File: src/rtl/fwd_hazard_unit.sv
// Purpose : EX-stage operand forwarding select and load-use hazard control.
// Latency : fwd_a/fwd_b registered, valid in the instruction's EX cycle; stall is combinational.
// Backpressure: stall holds PC/IF-ID for one cycle per load-use; flush overrides stall.
//
// Ports:
//   clk, rst            - clock, synchronous active-high reset
//   id_*                - ID-stage instruction metadata (valid, rs, rt, rd, regwrite, memread)
//   flush               - kill the ID instruction, a bubble enters EX
//   stall               - hold PC and IF/ID this cycle
//   fwd_a, fwd_b        - operand mux selects: 00 regfile, 01 MEM/WB, 10 EX/MEM
//   stall_cnt, fwd_cnt  - saturating statistics, present only with FWD_HAZARD_STATS_EN

module fwd_hazard_unit #(
    parameter int REG_AW = 5,
    parameter int CNT_W  = 16
) (
    input  logic              clk,
    input  logic              rst,
    input  logic              id_valid,
    input  logic [REG_AW-1:0] id_rs,
    input  logic [REG_AW-1:0] id_rt,
    input  logic [REG_AW-1:0] id_rd,
    input  logic              id_regwrite,
    input  logic              id_memread,
    input  logic              flush,
    output logic              stall,
    output logic [1:0]        fwd_a,
    output logic [1:0]        fwd_b
`ifdef FWD_HAZARD_STATS_EN
    ,
    output logic [CNT_W-1:0]  stall_cnt,
    output logic [CNT_W-1:0]  fwd_cnt
`endif
);

    typedef enum logic {ST_RUN, ST_BUBBLE} state_t;

    state_t            state_q, state_d;
    logic              ex_valid_q, ex_valid_d, ex_regwrite_q, ex_regwrite_d;
    logic              ex_memread_q, ex_memread_d;
    logic [REG_AW-1:0] ex_rd_q, ex_rd_d;
    logic              mem_valid_q, mem_valid_d, mem_regwrite_q, mem_regwrite_d;
    logic              mem_memread_q, mem_memread_d;
    logic [REG_AW-1:0] mem_rd_q, mem_rd_d;
    logic              wb_valid_q, wb_valid_d, wb_regwrite_q, wb_regwrite_d;
    logic              wb_memread_q, wb_memread_d;
    logic [REG_AW-1:0] wb_rd_q, wb_rd_d;
    logic [1:0]        fwd_a_q, fwd_a_d, fwd_b_q, fwd_b_d;

    logic ex_wr, mem_wr;
    logic ex_hit_a, ex_hit_b, mem_hit_a, mem_hit_b;
    logic load_use, advance;

    // A writer only counts if it is real, writes, and does not target r0.
    assign ex_wr     = ex_valid_q && ex_regwrite_q && (ex_rd_q != '0);
    assign mem_wr    = mem_valid_q && mem_regwrite_q && (mem_rd_q != '0);
    assign ex_hit_a  = ex_wr && (ex_rd_q == id_rs);
    assign ex_hit_b  = ex_wr && (ex_rd_q == id_rt);
    assign mem_hit_a = mem_wr && (mem_rd_q == id_rs);
    assign mem_hit_b = mem_wr && (mem_rd_q == id_rt);

    assign load_use = id_valid && ex_valid_q && ex_memread_q && (ex_rd_q != '0) &&
                      ((ex_rd_q == id_rs) || (ex_rd_q == id_rt));

    always_comb begin
        state_d = state_q;
        stall   = 1'b0;
        case (state_q)
            ST_RUN: begin
                if (load_use && !flush) begin
                    stall   = 1'b1;
                    state_d = ST_BUBBLE;
                end
            end
            // The load has moved to MEM, so the held instruction picks it up via 01.
            ST_BUBBLE: state_d = ST_RUN;
            default:   state_d = ST_RUN;
        endcase

        advance = !stall && !flush;

        ex_valid_d    = advance && id_valid;
        ex_regwrite_d = advance && id_valid && id_regwrite;
        ex_memread_d  = advance && id_valid && id_memread;
        ex_rd_d       = id_rd;

        // Youngest writer (EX) wins over MEM when both match.
        fwd_a_d = 2'b00;
        fwd_b_d = 2'b00;
        if (ex_valid_d) begin
            if (ex_hit_a)       fwd_a_d = 2'b10;
            else if (mem_hit_a) fwd_a_d = 2'b01;
            if (ex_hit_b)       fwd_b_d = 2'b10;
            else if (mem_hit_b) fwd_b_d = 2'b01;
        end

        mem_valid_d    = ex_valid_q;
        mem_regwrite_d = ex_regwrite_q;
        mem_memread_d  = ex_memread_q;
        mem_rd_d       = ex_rd_q;
        wb_valid_d     = mem_valid_q;
        wb_regwrite_d  = mem_regwrite_q;
        wb_memread_d   = mem_memread_q;
        wb_rd_d        = mem_rd_q;
    end

    always_ff @(posedge clk) begin
        if (rst) begin
            state_q        <= ST_RUN;
            ex_valid_q     <= 1'b0;
            ex_regwrite_q  <= 1'b0;
            ex_memread_q   <= 1'b0;
            ex_rd_q        <= '0;
            mem_valid_q    <= 1'b0;
            mem_regwrite_q <= 1'b0;
            mem_memread_q  <= 1'b0;
            mem_rd_q       <= '0;
            wb_valid_q     <= 1'b0;
            wb_regwrite_q  <= 1'b0;
            wb_memread_q   <= 1'b0;
            wb_rd_q        <= '0;
            fwd_a_q        <= 2'b00;
            fwd_b_q        <= 2'b00;
        end else begin
            state_q        <= state_d;
            ex_valid_q     <= ex_valid_d;
            ex_regwrite_q  <= ex_regwrite_d;
            ex_memread_q   <= ex_memread_d;
            ex_rd_q        <= ex_rd_d;
            mem_valid_q    <= mem_valid_d;
            mem_regwrite_q <= mem_regwrite_d;
            mem_memread_q  <= mem_memread_d;
            mem_rd_q       <= mem_rd_d;
            wb_valid_q     <= wb_valid_d;
            wb_regwrite_q  <= wb_regwrite_d;
            wb_memread_q   <= wb_memread_d;
            wb_rd_q        <= wb_rd_d;
            fwd_a_q        <= fwd_a_d;
            fwd_b_q        <= fwd_b_d;
        end
    end

    assign fwd_a = fwd_a_q;
    assign fwd_b = fwd_b_q;

    // WB metadata is tracked but never forwarded: the register file is
    // write-before-read, so an ID read of a WB destination already sees it.
    logic unused_wb;
    assign unused_wb = ^{wb_valid_q, wb_regwrite_q, wb_memread_q, wb_rd_q};

`ifdef FWD_HAZARD_STATS_EN
    logic [CNT_W-1:0] stall_cnt_q, stall_cnt_d, fwd_cnt_q, fwd_cnt_d;

    always_comb begin
        stall_cnt_d = stall_cnt_q;
        fwd_cnt_d   = fwd_cnt_q;
        if (stall && (stall_cnt_q != '1))
            stall_cnt_d = stall_cnt_q + 1'b1;
        if (advance && ((fwd_a_d != 2'b00) || (fwd_b_d != 2'b00)) && (fwd_cnt_q != '1))
            fwd_cnt_d = fwd_cnt_q + 1'b1;
    end

    always_ff @(posedge clk) begin
        if (rst) begin
            stall_cnt_q <= '0;
            fwd_cnt_q   <= '0;
        end else begin
            stall_cnt_q <= stall_cnt_d;
            fwd_cnt_q   <= fwd_cnt_d;
        end
    end

    assign stall_cnt = stall_cnt_q;
    assign fwd_cnt   = fwd_cnt_q;
`else
    localparam int unused_cnt_w = CNT_W;
`endif

endmodule

File: config.mk
export PLATFORM = sky130hd
export DESIGN_NAME = fwd_hazard_unit
export DESIGN_NICKNAME = d
export VERILOG_FILES = /design/src/rtl/fwd_hazard_unit.sv
export SDC_FILE = /design/constraint.sdc
export NUM_CORES = 1
export LEC_CHECK = 0
export CORE_MARGIN = 3
export CORE_UTILIZATION = 48
export DETAILED_ROUTE_END_ITERATION = 6
export PLACE_DENSITY = 0.82
export SETUP_SLACK_MARGIN = 0.05
export SLEW_MARGIN = 20
export SYNTH_ARGS = -nofsm -noshare
export SYNTH_HDL_FRONTEND = slang
export SYNTH_SLANG_ARGS = --single-unit
File: constraint.sdc
create_clock -name clk -period 2.3 [get_ports clk]
set_input_delay 0.46 -clock clk [delete_from_list [all_inputs] [get_ports clk]]
set_output_delay 0.46 -clock clk [all_outputs]
set_load 0.02 [all_outputs]
Word level (Yosys, flattened, before mapping):

Index checks and enable logic that the tools add are counted.

* equal/unequal tests: 4
* mux-type cells: 7
* bitwise gates (word level): 2
* reductions and logical operators: 25

Operator list (count)
* equality test 5 bit: 4
* logical AND 1 bit: 17
* nonzero test 5 bit: 2
* OR reduction 3 bit: 2
* two-way mux 1 bit: 4
* two-way mux 2 bit: 2
* zero test 1 bit: 2
* inverter 1 bit: 2
* one-hot mux 1 bit (2 select lines): 1
* OR reduction 2 bit: 1
* logical OR 1 bit: 1

* flip-flop bits (word level): 20
* input bits: 21
* output and inout port bits: 5
* logic and storage cells: 50

Logic depth before layout (Yosys ltp):

Gate-level depths: netlist of the first run.

* word-level depth: 12
* depth in mapped cells: 5

Worst setup path before layout of the first run:

No wires, ideal clock.

* path type: input-to-output
* from: in id_rs[3]
* to: out stall
* data arrival time: 1.207 ns
* data required time: 1.840 ns
* path slack: 0.633 ns
* stages: 4
* path through: xor2_1 > nor3_1 > nand3_1 > a21oi_4

* longest elaborated chain between the ends: 6

Ends and longest elaborated chain
* from (decl): line 20 `input logic [REG_AW-1:0] id_rs,`
* equality test 5 bit: line 63 `((ex_rd_q == id_rs) || (ex_rd_q == id_rt));`
* logical OR 1 bit: line 63
* logical AND 1 bit: line 62 `assign load_use = id_valid && ex_valid_q && ex_memread_q && (ex_rd_q != '0) &&`
* logical AND 1 bit: line 70 `if (load_use && !flush) begin`
* two-way mux 1 bit: line 70
* two-way mux 1 bit: line 68 `case (state_q)`
* to (decl): line 26 `output logic stall,`

Every way passes these cells.

Worst setup path after layout of the first run:

* from: in flush
* to: out stall

* longest elaborated chain between the ends: 4

Ends and longest elaborated chain
* from (decl): line 25 `input logic flush,`
* zero test 1 bit: line 70
* logical AND 1 bit: line 70
* two-way mux 1 bit: line 70
* two-way mux 1 bit: line 68

Every way passes these cells.

==> impl_metrics.env, run 1 <==
export IMPL_crit_path_cell_trace="clkdlybuf4s50_1 > nor4bb_2 > nand3_1 > a21oi_4 > buf_6"
export IMPL_numCtsBuffers=3
export IMPL_worst_slew_pin_transition_ns=0.295
export IMPL_synth_most_common_cell="dfxtp_1"
export IMPL_period_share=0.960
export IMPL_r2r_setup_slack_ns=0.78
export IMPL_drc_errors=0
export IMPL_drt_initial_drc_count=6
export IMPL_maxCapViolations=0
export IMPL_num_rows=14
export IMPL_numPortBuffers=25
export IMPL_synth_cells=84
export IMPL_status="complete, no violations"
export IMPL_critPathSlowestCell="clkdlybuf4s50_1"
export IMPL_grt_max_degree=14
export IMPL_maxClockFrequency_mhz=453
export IMPL_drv_slew=0
export IMPL_placed_area_um2=1240
export IMPL_postRouteWirelength_um=1850
export IMPL_crit_fanout=2
export IMPL_ys_ff_latch=20
export IMPL_cpPeakStageDelay_ns=0.47
export IMPL_insertion_delay_ns=0.30
export IMPL_grt_overflow=0
export IMPL_wl_per_cell_um=12.1
export IMPL_critical_path_startpoint="flush"
export IMPL_final_cells=152
export IMPL_synth_top_area_frac=0.466
export IMPL_hp_class="reg2reg"
export IMPL_first_pass_iters=4
export IMPL_final_util=0.814
export IMPL_hpwlAfterDp_um=1450
export IMPL_p_leak_nw=0.513
export IMPL_yosysSeqAreaShare=0.466
export IMPL_cts_tree="done"
export IMPL_num_vias=724
export IMPL_antenna_found_initial=0
export IMPL_grt_usage=0.172
export IMPL_hold_ws_ns=0.482
export IMPL_antenna_cells=0
export IMPL_wl_met2_um=927
export IMPL_max_slew_margin_rel=0.800
export IMPL_netlist_top_cells_area="dfxtp_1 (47%), xnor2_1 (10%), xor2_1 (10%), nor2b_1 (9.5%), nor2_1 (3.1%)"
export IMPL_rsz0062_at_grt="false"
export IMPL_drive_above_1_share=0.211
export IMPL_nNetsFinal=150
export IMPL_ys_warnings_count=0
export IMPL_die_h_um=48.3
export IMPL_dr_wl_met3_um=108
export IMPL_synth_async_reset_ratio=0
export IMPL_die_area_um2=2330
export IMPL_skew_ns=0.00937
export IMPL_hold_viol_final=0
export IMPL_num_io_pins=26
export IMPL_endpoint="stall"
export IMPL_area_delta_synth_final_pct=50.9
export IMPL_synthTopCellsByCount="dfxtp_1 (20), nor2b_1 (13), xnor2_1 (10), xor2_1 (10), nor2_1 (7)"
export IMPL_viasPerCell=4.76
export IMPL_initial_utilization=0.539
export IMPL_maxUsedRoutingLayer="met4"
export IMPL_core_um2=1590
export IMPL_end_kind="output port"
export IMPL_netlist_area_um2=860
export IMPL_criticalPathCategory="in2out"
export IMPL_cts_buffer_depth=2
export IMPL_die_w_um=48.3
export IMPL_yosysUniqueCellTypes=20
export IMPL_ant_nets=0
export IMPL_r2r_end="fwd_a[0]"
export IMPL_cp_required_ns=1.84
export IMPL_synth_ff_type="dfxtp_1"
export IMPL_powerDensity_nw_per_um2=522
export IMPL_setup_violations=0
export IMPL_setup_tns_ns=0
export IMPL_stdcell_area_um2=1300
export IMPL_crit_path_start_kind="input port"
export IMPL_reg2regPathDepth=7
export IMPL_wl_met1_um=780
export IMPL_cts_root_buf="clkbuf_4"
export IMPL_r2r_start="ex_rd_q[0]"
export IMPL_clk_pin_slew_ns=0.11
export IMPL_post_place_cells=146
export IMPL_synth_edf_count=0
export IMPL_synth_largest_area_cell="dfxtp_1"
export IMPL_peakVddDrop_uv=383
export IMPL_clock_sinks=20
export IMPL_gp_congestion=0.848
export IMPL_cp_data_arrival_time_ns=1.75
export IMPL_cts_max_level=1
export IMPL_synth_nets=105
export IMPL_period_minus_slack_ns=2.21
export IMPL_grt_pass1_wl_um=3040
export IMPL_grt_pass1_vias=696
export IMPL_avgSynthCellArea_um2=10.2
[worst max-delay path, delay by kind of cell]
kind | cells | cell delay (ns)
compound gates | 1 | 0.15
buf+inv | 2 | 0.61
simple gates | 2 | 0.52
[registers in the layout, summed over array words and instances (netlist names)]
| register | count |
|---|---|
| fwd_a | 2 |
| fwd_b | 2 |
| state_q | 1 |
| ex_valid_q | 1 |
| ex_memread_q | 1 |
| mem_rd_q | 5 |
| mem_valid_q | 1 |
| ex_rd_q | 5 |
| ex_regwrite_q | 1 |
| mem_regwrite_q | 1 |
[metrics by stage]
stage,total power [mW],worst slack (ns)
floorplan,0.420,0.633
global placement,0.483,-0.374
detailed placement,0.486,-0.428
CTS,0.681,0.0734
global route,0.709,0.0299
finish,0.677,0.0927
[cell type report]
| type | count | area (um2) |
|---|---|---|
| well taps | 24 | 30.0 |
| fillers | 101 | 297 |
| clock buffers | 4 | 36.3 |
| flip-flops and latches | 20 | 400 |
| repair buffers | 41 | 369 |
| multi-input cells | 63 | 462 |
[power breakdown]
group	switching [mW]	internal, mW
logic	0.0386	0.0713
registers	0.0122	0.357
clock network	0.101	0.0966
total	0.152	0.525
[how the worst min path moves through the flow]
stage | startpoint | to | slack, ns | cells past startpoint
after floorplan | ex_regwrite_q | mem_regwrite_q | 0.44 | 1
after global placement | ex_regwrite_q | mem_regwrite_q | 0.46 | 1
after detailed placement | ex_regwrite_q | mem_regwrite_q | 0.46 | 1
after CTS | ex_regwrite_q | mem_regwrite_q | 0.48 | 1
after global routing | ex_regwrite_q | mem_regwrite_q | 0.50 | 1
final | ex_regwrite_q | mem_regwrite_q | 0.48 | 1
[cell usage in the layout (no fill, tap or decap)]
cell | netlist | final
and2b_1 | 1 | 1
nand3_1 | 5 | 5
nor2b_1 | 13 | 13
nor3_2 | 1 | 1
nor4_1 | 2 | 2
o2111ai_2 | 1 | 1
nor2_1 | 7 | 7
nor3_1 | 2 | 2
nand2_1 | 3 | 3
xnor2_1 | 10 | 10
or3b_1 | 1 | 1
nor4bb_2 | 0 | 1
dlygate4sd2_1 | 0 | 2
clkdlybuf4s50_1 | 0 | 22
clkbuf_4 | 0 | 3
dfxtp_1 | 20 | 20
buf_4 | 0 | 16
clkbuf_8 | 0 | 1
or4_1 | 1 | 1
a21oi_4 | 1 | 1
o21ai_1 | 2 | 2
nor3b_4 | 1 | 1
nand3_2 | 1 | 1
buf_6 | 0 | 1
xor2_1 | 10 | 10
[repair_timing]
action | CTS | global route
setup endpoints to repair | 1 | 1
setup buffers | 1 | 1
hold buffers | 0 | 0
hold endpoints to repair | 0 | 0
pin swaps | 3 | 1
resized for setup | 8 | 1
[cell families after synthesis]
logic type | share of synthesized area
xor gates and xnor gates | 0.204
and+or+nand+nor | 0.278
AOI/OAI and AO/OA | 0.0480
buffers and inverters | 0.00436
DFF | 0.466
[per-layer routing]
metal  vias to the layer above  global-route usage
li1                        368                   -
met1                       329               0.183
met2                        23               0.298
met3                         4              0.0583
met4                         0              0.0948
met5                         -                   0
No activity file was read; power rests on OpenSTA's default activity.
==> run 2: changes to the inputs <==
PLACE_DENSITY = default   (was 0.82)
PLACE_DENSITY_LB_ADDON = 0.05   (was default)
==> impl_metrics.env, run 2 (synthesis gave the netlist of run 1 again) <==
export IMPL_grt_max_degree=14
export IMPL_final_util=0.832
export IMPL_viasPerCell=4.78
export IMPL_ant_nets=0
export IMPL_die_area_um2=2330
export IMPL_placed_area_um2=1230
export IMPL_finalPower_mw=0.763
export IMPL_cts_root_buf="clkbuf_4"
export IMPL_crit_path_cell_trace="clkdlybuf4s50_1 > xor2_1 > nor3_1 > nand3_1 > a21oi_4 > buf_4"
export IMPL_maxCapViolations=0
export IMPL_r2r_start="mem_rd_q[1]"
export IMPL_stdcell_area_um2=1330
export IMPL_post_place_cells=145
export IMPL_multi_input_area_um2=470
export IMPL_period_minus_slack_ns=2.20
export IMPL_core_um2=1590
export IMPL_p_leak_nw=0.537
export IMPL_end_kind="output port"
export IMPL_numCtsBuffers=3
export IMPL_num_vias=727
export IMPL_cts_buffer_depth=2
export IMPL_powerDensity_nw_per_um2=575
export IMPL_r2r_setup_slack_ns=0.79
export IMPL_postRouteWirelength_um=1970
export IMPL_nFillCells=86
export IMPL_peakVddDrop_uv=455
export IMPL_endpoint="stall"
export IMPL_max_slew_margin_rel=0.809
export IMPL_layout_setup_ws_ns=0.103
export IMPL_cpPeakStageDelay_ns=0.43
export IMPL_area_delta_synth_final_pct=54.3
export IMPL_antenna_cells=0
export IMPL_maxClockFrequency_mhz=455
export IMPL_cts_hold_buf=0
export IMPL_critPathSlowestCell="clkdlybuf4s50_1"
export IMPL_drive_above_1_share=0.211
export IMPL_r2r_end="fwd_a[0]"
export IMPL_skew_ns=0.00477
export IMPL_cp_required_ns=1.84
export IMPL_reg2regPathDepth=5
export IMPL_regArea_um2=400
export IMPL_cts_max_level=1
export IMPL_criticalPathCategory="in2out"
export IMPL_grt_overflow=0
export IMPL_period_share=0.955
export IMPL_clock_sinks=20
export IMPL_drt_initial_drc_count=7
export IMPL_first_pass_iters=4
export IMPL_status="complete, no violations"
export IMPL_numPortBuffers=25
export IMPL_setup_violations=0
export IMPL_cp_data_arrival_time_ns=1.74
export IMPL_rsz0062_at_grt="false"
export IMPL_place_ws_ns=-0.429
export IMPL_final_cells=152
export IMPL_num_rows=14
export IMPL_reg_top3="ex_rd_q: 5 flops, mem_rd_q: 5 flops"
export IMPL_grt_pass1_wl_um=3100
export IMPL_die_h_um=48.3
export IMPL_hold_viol_final=0
export IMPL_clk_pin_slew_ns=0.11
export IMPL_hp_class="reg2reg"
export IMPL_crit_fanout=2
export IMPL_antenna_found_initial=0
export IMPL_initial_utilization=0.539
export IMPL_die_w_um=48.3
export IMPL_grt_pass1_vias=714
export IMPL_hpwlAfterDp_um=1370
export IMPL_insertion_delay_ns=0.30
export IMPL_gp_congestion=0.897
export IMPL_num_io_pins=26
export IMPL_cts_tree="done"
export IMPL_layout_commonest_cell="clkdlybuf4s50_1"
export IMPL_wl_per_cell_um=12.9
export IMPL_critical_path_startpoint="id_rs[4]"
export IMPL_drc_errors=0
export IMPL_grt_usage=0.171
export IMPL_worst_slew_pin_transition_ns=0.284
export IMPL_crit_path_start_kind="input port"
export IMPL_drv_slew=0
export IMPL_nNetsFinal=150
export IMPL_final_cell_mix="clkdlybuf4s50_1 (22), dfxtp_1 (20), buf_4 (17)"
-- run 2: cell types whose count changed in the layout (fill, tap and decap cells not counted), sizes merged --
cell / previous run / this run
bufinv: 0 / 1
clkbuf: 4 / 3
dlygate4sd2: 2 / 0
dlymetal6s2s: 0 / 2
-- run 2: routing by layer --
layer | up-vias | routed length [um] | GRT usage
met5 | - | 0 | 0
met4 | 0 | 10 | 0.0569
met3 | 2 | 133 | 0.0491
met2 | 26 | 990 | 0.296
met1 | 332 | 830 | 0.202
li1 | 367 | - | -
-- run 2: critical path: cells and delay by family --
kind / cells / cell delay, ns
compound gates: 1 / 0.20
xor+xnor: 1 / 0.15
buf+inv: 2 / 0.59
simple gates: 2 / 0.34
-- run 2: metrics by stage --
step	hold slack (ns)	setup TNS, ns
3_3_place_gp	0.459	-0.366
2_1_floorplan	0.439	0
5_1_grt	0.486	0
6_report	0.471	0
4_1_cts	0.473	0
3_5_place_dp	0.459	-0.429
-- run 2: where the power goes --
part	leakage, nW	switching (mW)	total, mW	internal (mW)
Combinational	0.345	0.0392	0.111	0.0719
Clock	0.0279	0.107	0.283	0.176
Sequential	0.164	0.0121	0.369	0.357
Total	0.537	0.158	0.763	0.605
-- run 2: layout make-up --
| class | instances | share of cell area |
|---|---|---|
| sequential | 20 | 0.302 |
| clock buffer | 3 | 0.0170 |
| multi-input combinational | 63 | 0.355 |
| tap | 24 | 0.0226 |
| timing repair buffer | 41 | 0.281 |
| clock inverter | 1 | 0.0226 |
-- run 2: how the worst min path moves through the flow --
stage                       start              to  slack (ns)  cells past startpoint
floorplan           ex_regwrite_q  mem_regwrite_q        0.44                      1
global placement    ex_regwrite_q  mem_regwrite_q        0.46                      1
detailed placement  ex_regwrite_q  mem_regwrite_q        0.46                      1
CTS                 ex_regwrite_q  mem_regwrite_q        0.47                      1
global route        ex_regwrite_q  mem_regwrite_q        0.49                      1
finish              ex_regwrite_q  mem_regwrite_q        0.47                      1
-- run 2: what timing repair did --
action	in CTS	in global routing
setup buffers	0	3
endpoints found under the setup margin	1	1
gates resized for setup	5	4
pin swaps	1	4
==> run 3: changes to the inputs <==
MAX_ROUTING_LAYER = met4   (was default)
==> impl_metrics.env, run 3 (synthesis gave the netlist of run 1 again) <==
export IMPL_status="complete, no violations"
export IMPL_clk_pin_slew_ns=0.11
export IMPL_end_kind="output port"
export IMPL_viasPerCell=4.76
export IMPL_critPathSlowestCell="clkdlybuf4s50_1"
export IMPL_crit_path_start_kind="input port"
export IMPL_wl_met2_um=984
export IMPL_reg_top3="ex_rd_q: 5 flops, mem_rd_q: 5 flops"
export IMPL_worst_slew_pin_transition_ns=0.284
export IMPL_grt_pass1_wl_um=3080
export IMPL_cts_max_level=1
export IMPL_maxClockFrequency_mhz=455
export IMPL_p_leak_nw=0.537
export IMPL_first_pass_iters=4
export IMPL_maxCapViolations=0
export IMPL_period_minus_slack_ns=2.20
export IMPL_max_slew_margin_rel=0.809
export IMPL_grt_pass1_vias=708
export IMPL_drt_initial_drc_count=6
export IMPL_final_cell_mix="clkdlybuf4s50_1 (22), dfxtp_1 (20), buf_4 (17)"
export IMPL_num_vias=723
export IMPL_criticalPathCategory="in2out"
export IMPL_final_util=0.832
export IMPL_finalPower_mw=0.761
export IMPL_skew_ns=0.00515
export IMPL_drc_errors=0
export IMPL_layout_commonest_cell="clkdlybuf4s50_1"
export IMPL_numPortBuffers=25
export IMPL_ant_nets=0
export IMPL_cts_buffer_depth=2
export IMPL_hpwlAfterDp_um=1370
export IMPL_crit_fanout=2
export IMPL_setup_violations=0
export IMPL_cp_data_arrival_time_ns=1.74
export IMPL_die_area_um2=2330
export IMPL_grt_usage=0.175
export IMPL_period_share=0.956
export IMPL_die_w_um=48.3
export IMPL_maxUsedRoutingLayer="met4"
export IMPL_cp_required_ns=1.84
export IMPL_drive_above_1_share=0.211
export IMPL_cts_hold_buf=0
export IMPL_wl_per_cell_um=12.8
export IMPL_insertion_delay_ns=0.30
export IMPL_cpPeakStageDelay_ns=0.43
export IMPL_antenna_found_initial=0
export IMPL_die_h_um=48.3
export IMPL_drv_slew=0
export IMPL_peakVddDrop_uv=452
export IMPL_grt_overflow=0
export IMPL_rsz0062_at_grt="false"
export IMPL_gp_congestion=0.913
export IMPL_num_io_pins=26
export IMPL_cts_root_buf="clkbuf_4"
export IMPL_num_rows=14
export IMPL_hold_viol_final=0
export IMPL_antenna_cells=0
export IMPL_powerDensity_nw_per_um2=574
export IMPL_initial_utilization=0.539
export IMPL_postRouteWirelength_um=1950
export IMPL_nNetsFinal=150
export IMPL_wl_met1_um=837
export IMPL_grt_max_degree=14
export IMPL_core_um2=1590
export IMPL_numCtsBuffers=3
export IMPL_crit_path_cell_trace="clkdlybuf4s50_1 > xor2_1 > nor3_1 > nand3_1 > a21oi_4 > buf_4"
export IMPL_area_delta_synth_final_pct=54.3
export IMPL_clock_sinks=20
export IMPL_cts_tree="done"
export IMPL_dr_wl_met3_um=113
export IMPL_hp_class="reg2reg"
## run 3: cell counts in the layout (fill, tap and decap cells not counted)
No cell type changed its count.
## run 3: where the power goes
| group | switching [mW] | internal (mW) | leakage [nW] |
|---|---|---|---|
| clock | 0.105 | 0.176 | 0.0279 |
| sequential | 0.0120 | 0.357 | 0.164 |
| combinational | 0.0390 | 0.0719 | 0.345 |
| total | 0.156 | 0.605 | 0.537 |
## run 3: cell type report
class | instances | area [um2]
fill | 86 | 268
clock buffer | 3 | 22.5
multi-input combinational | 63 | 470
timing repair buffer | 41 | 373
sequential | 20 | 400
tap | 24 | 30.0
clock inverter | 1 | 30.0
## run 3: worst paths after layout
kind | start | endpoint | slack [ns] | cells past startpoint
hold / removal | ex_regwrite_q | mem_regwrite_q | 0.47 | 1
setup / recovery | id_rs[4] | stall | 0.10 | 6
setup reg to reg | mem_rd_q[1] | fwd_a[0] | 0.79 | 5
hold reg to reg | ex_regwrite_q | mem_regwrite_q | 0.47 | 1
## run 3: critical path, delay by kind of cell
kind	cells	cell delay, ns
AND/OR/NAND/NOR	2	0.34
XOR/XNOR	1	0.15
buffers and inverters	2	0.59
AO/OA/AOI/OAI	1	0.20
## run 3: timing repair
item / 4_1_cts / 5_1_grt
setup buffers: 0 / 3
hold endpoints to repair: 0 / 0
resized for setup: 5 / 4
pin swaps: 1 / 4
setup endpoints to repair: 1 / 1
## run 3: layer usage
| layer | up-vias | GRT usage |
|---|---|---|
| li1 | 367 | - |
| met1 | 332 | 0.198 |
| met2 | 22 | 0.298 |
| met3 | 2 | 0.0491 |
| met4 | 0 | 0.0569 |
| met5 | - | - |
## run 3: per-stage QoR
step | std cells | setup TNS (ns) | instance area [um2] | hold slack (ns) | worst slack [ns]
after detailed placement | 145 | -0.429 | 1230 | 0.459 | -0.429
final | 152 | 0 | 1330 | 0.470 | 0.101
after CTS | 149 | 0 | 1290 | 0.473 | 0.0802
after global placement | 145 | -0.366 | 1230 | 0.459 | -0.366
after global routing | 152 | 0 | 1330 | 0.486 | 0.0299
after floorplan | 84 | 0 | 860 | 0.439 | 0.633
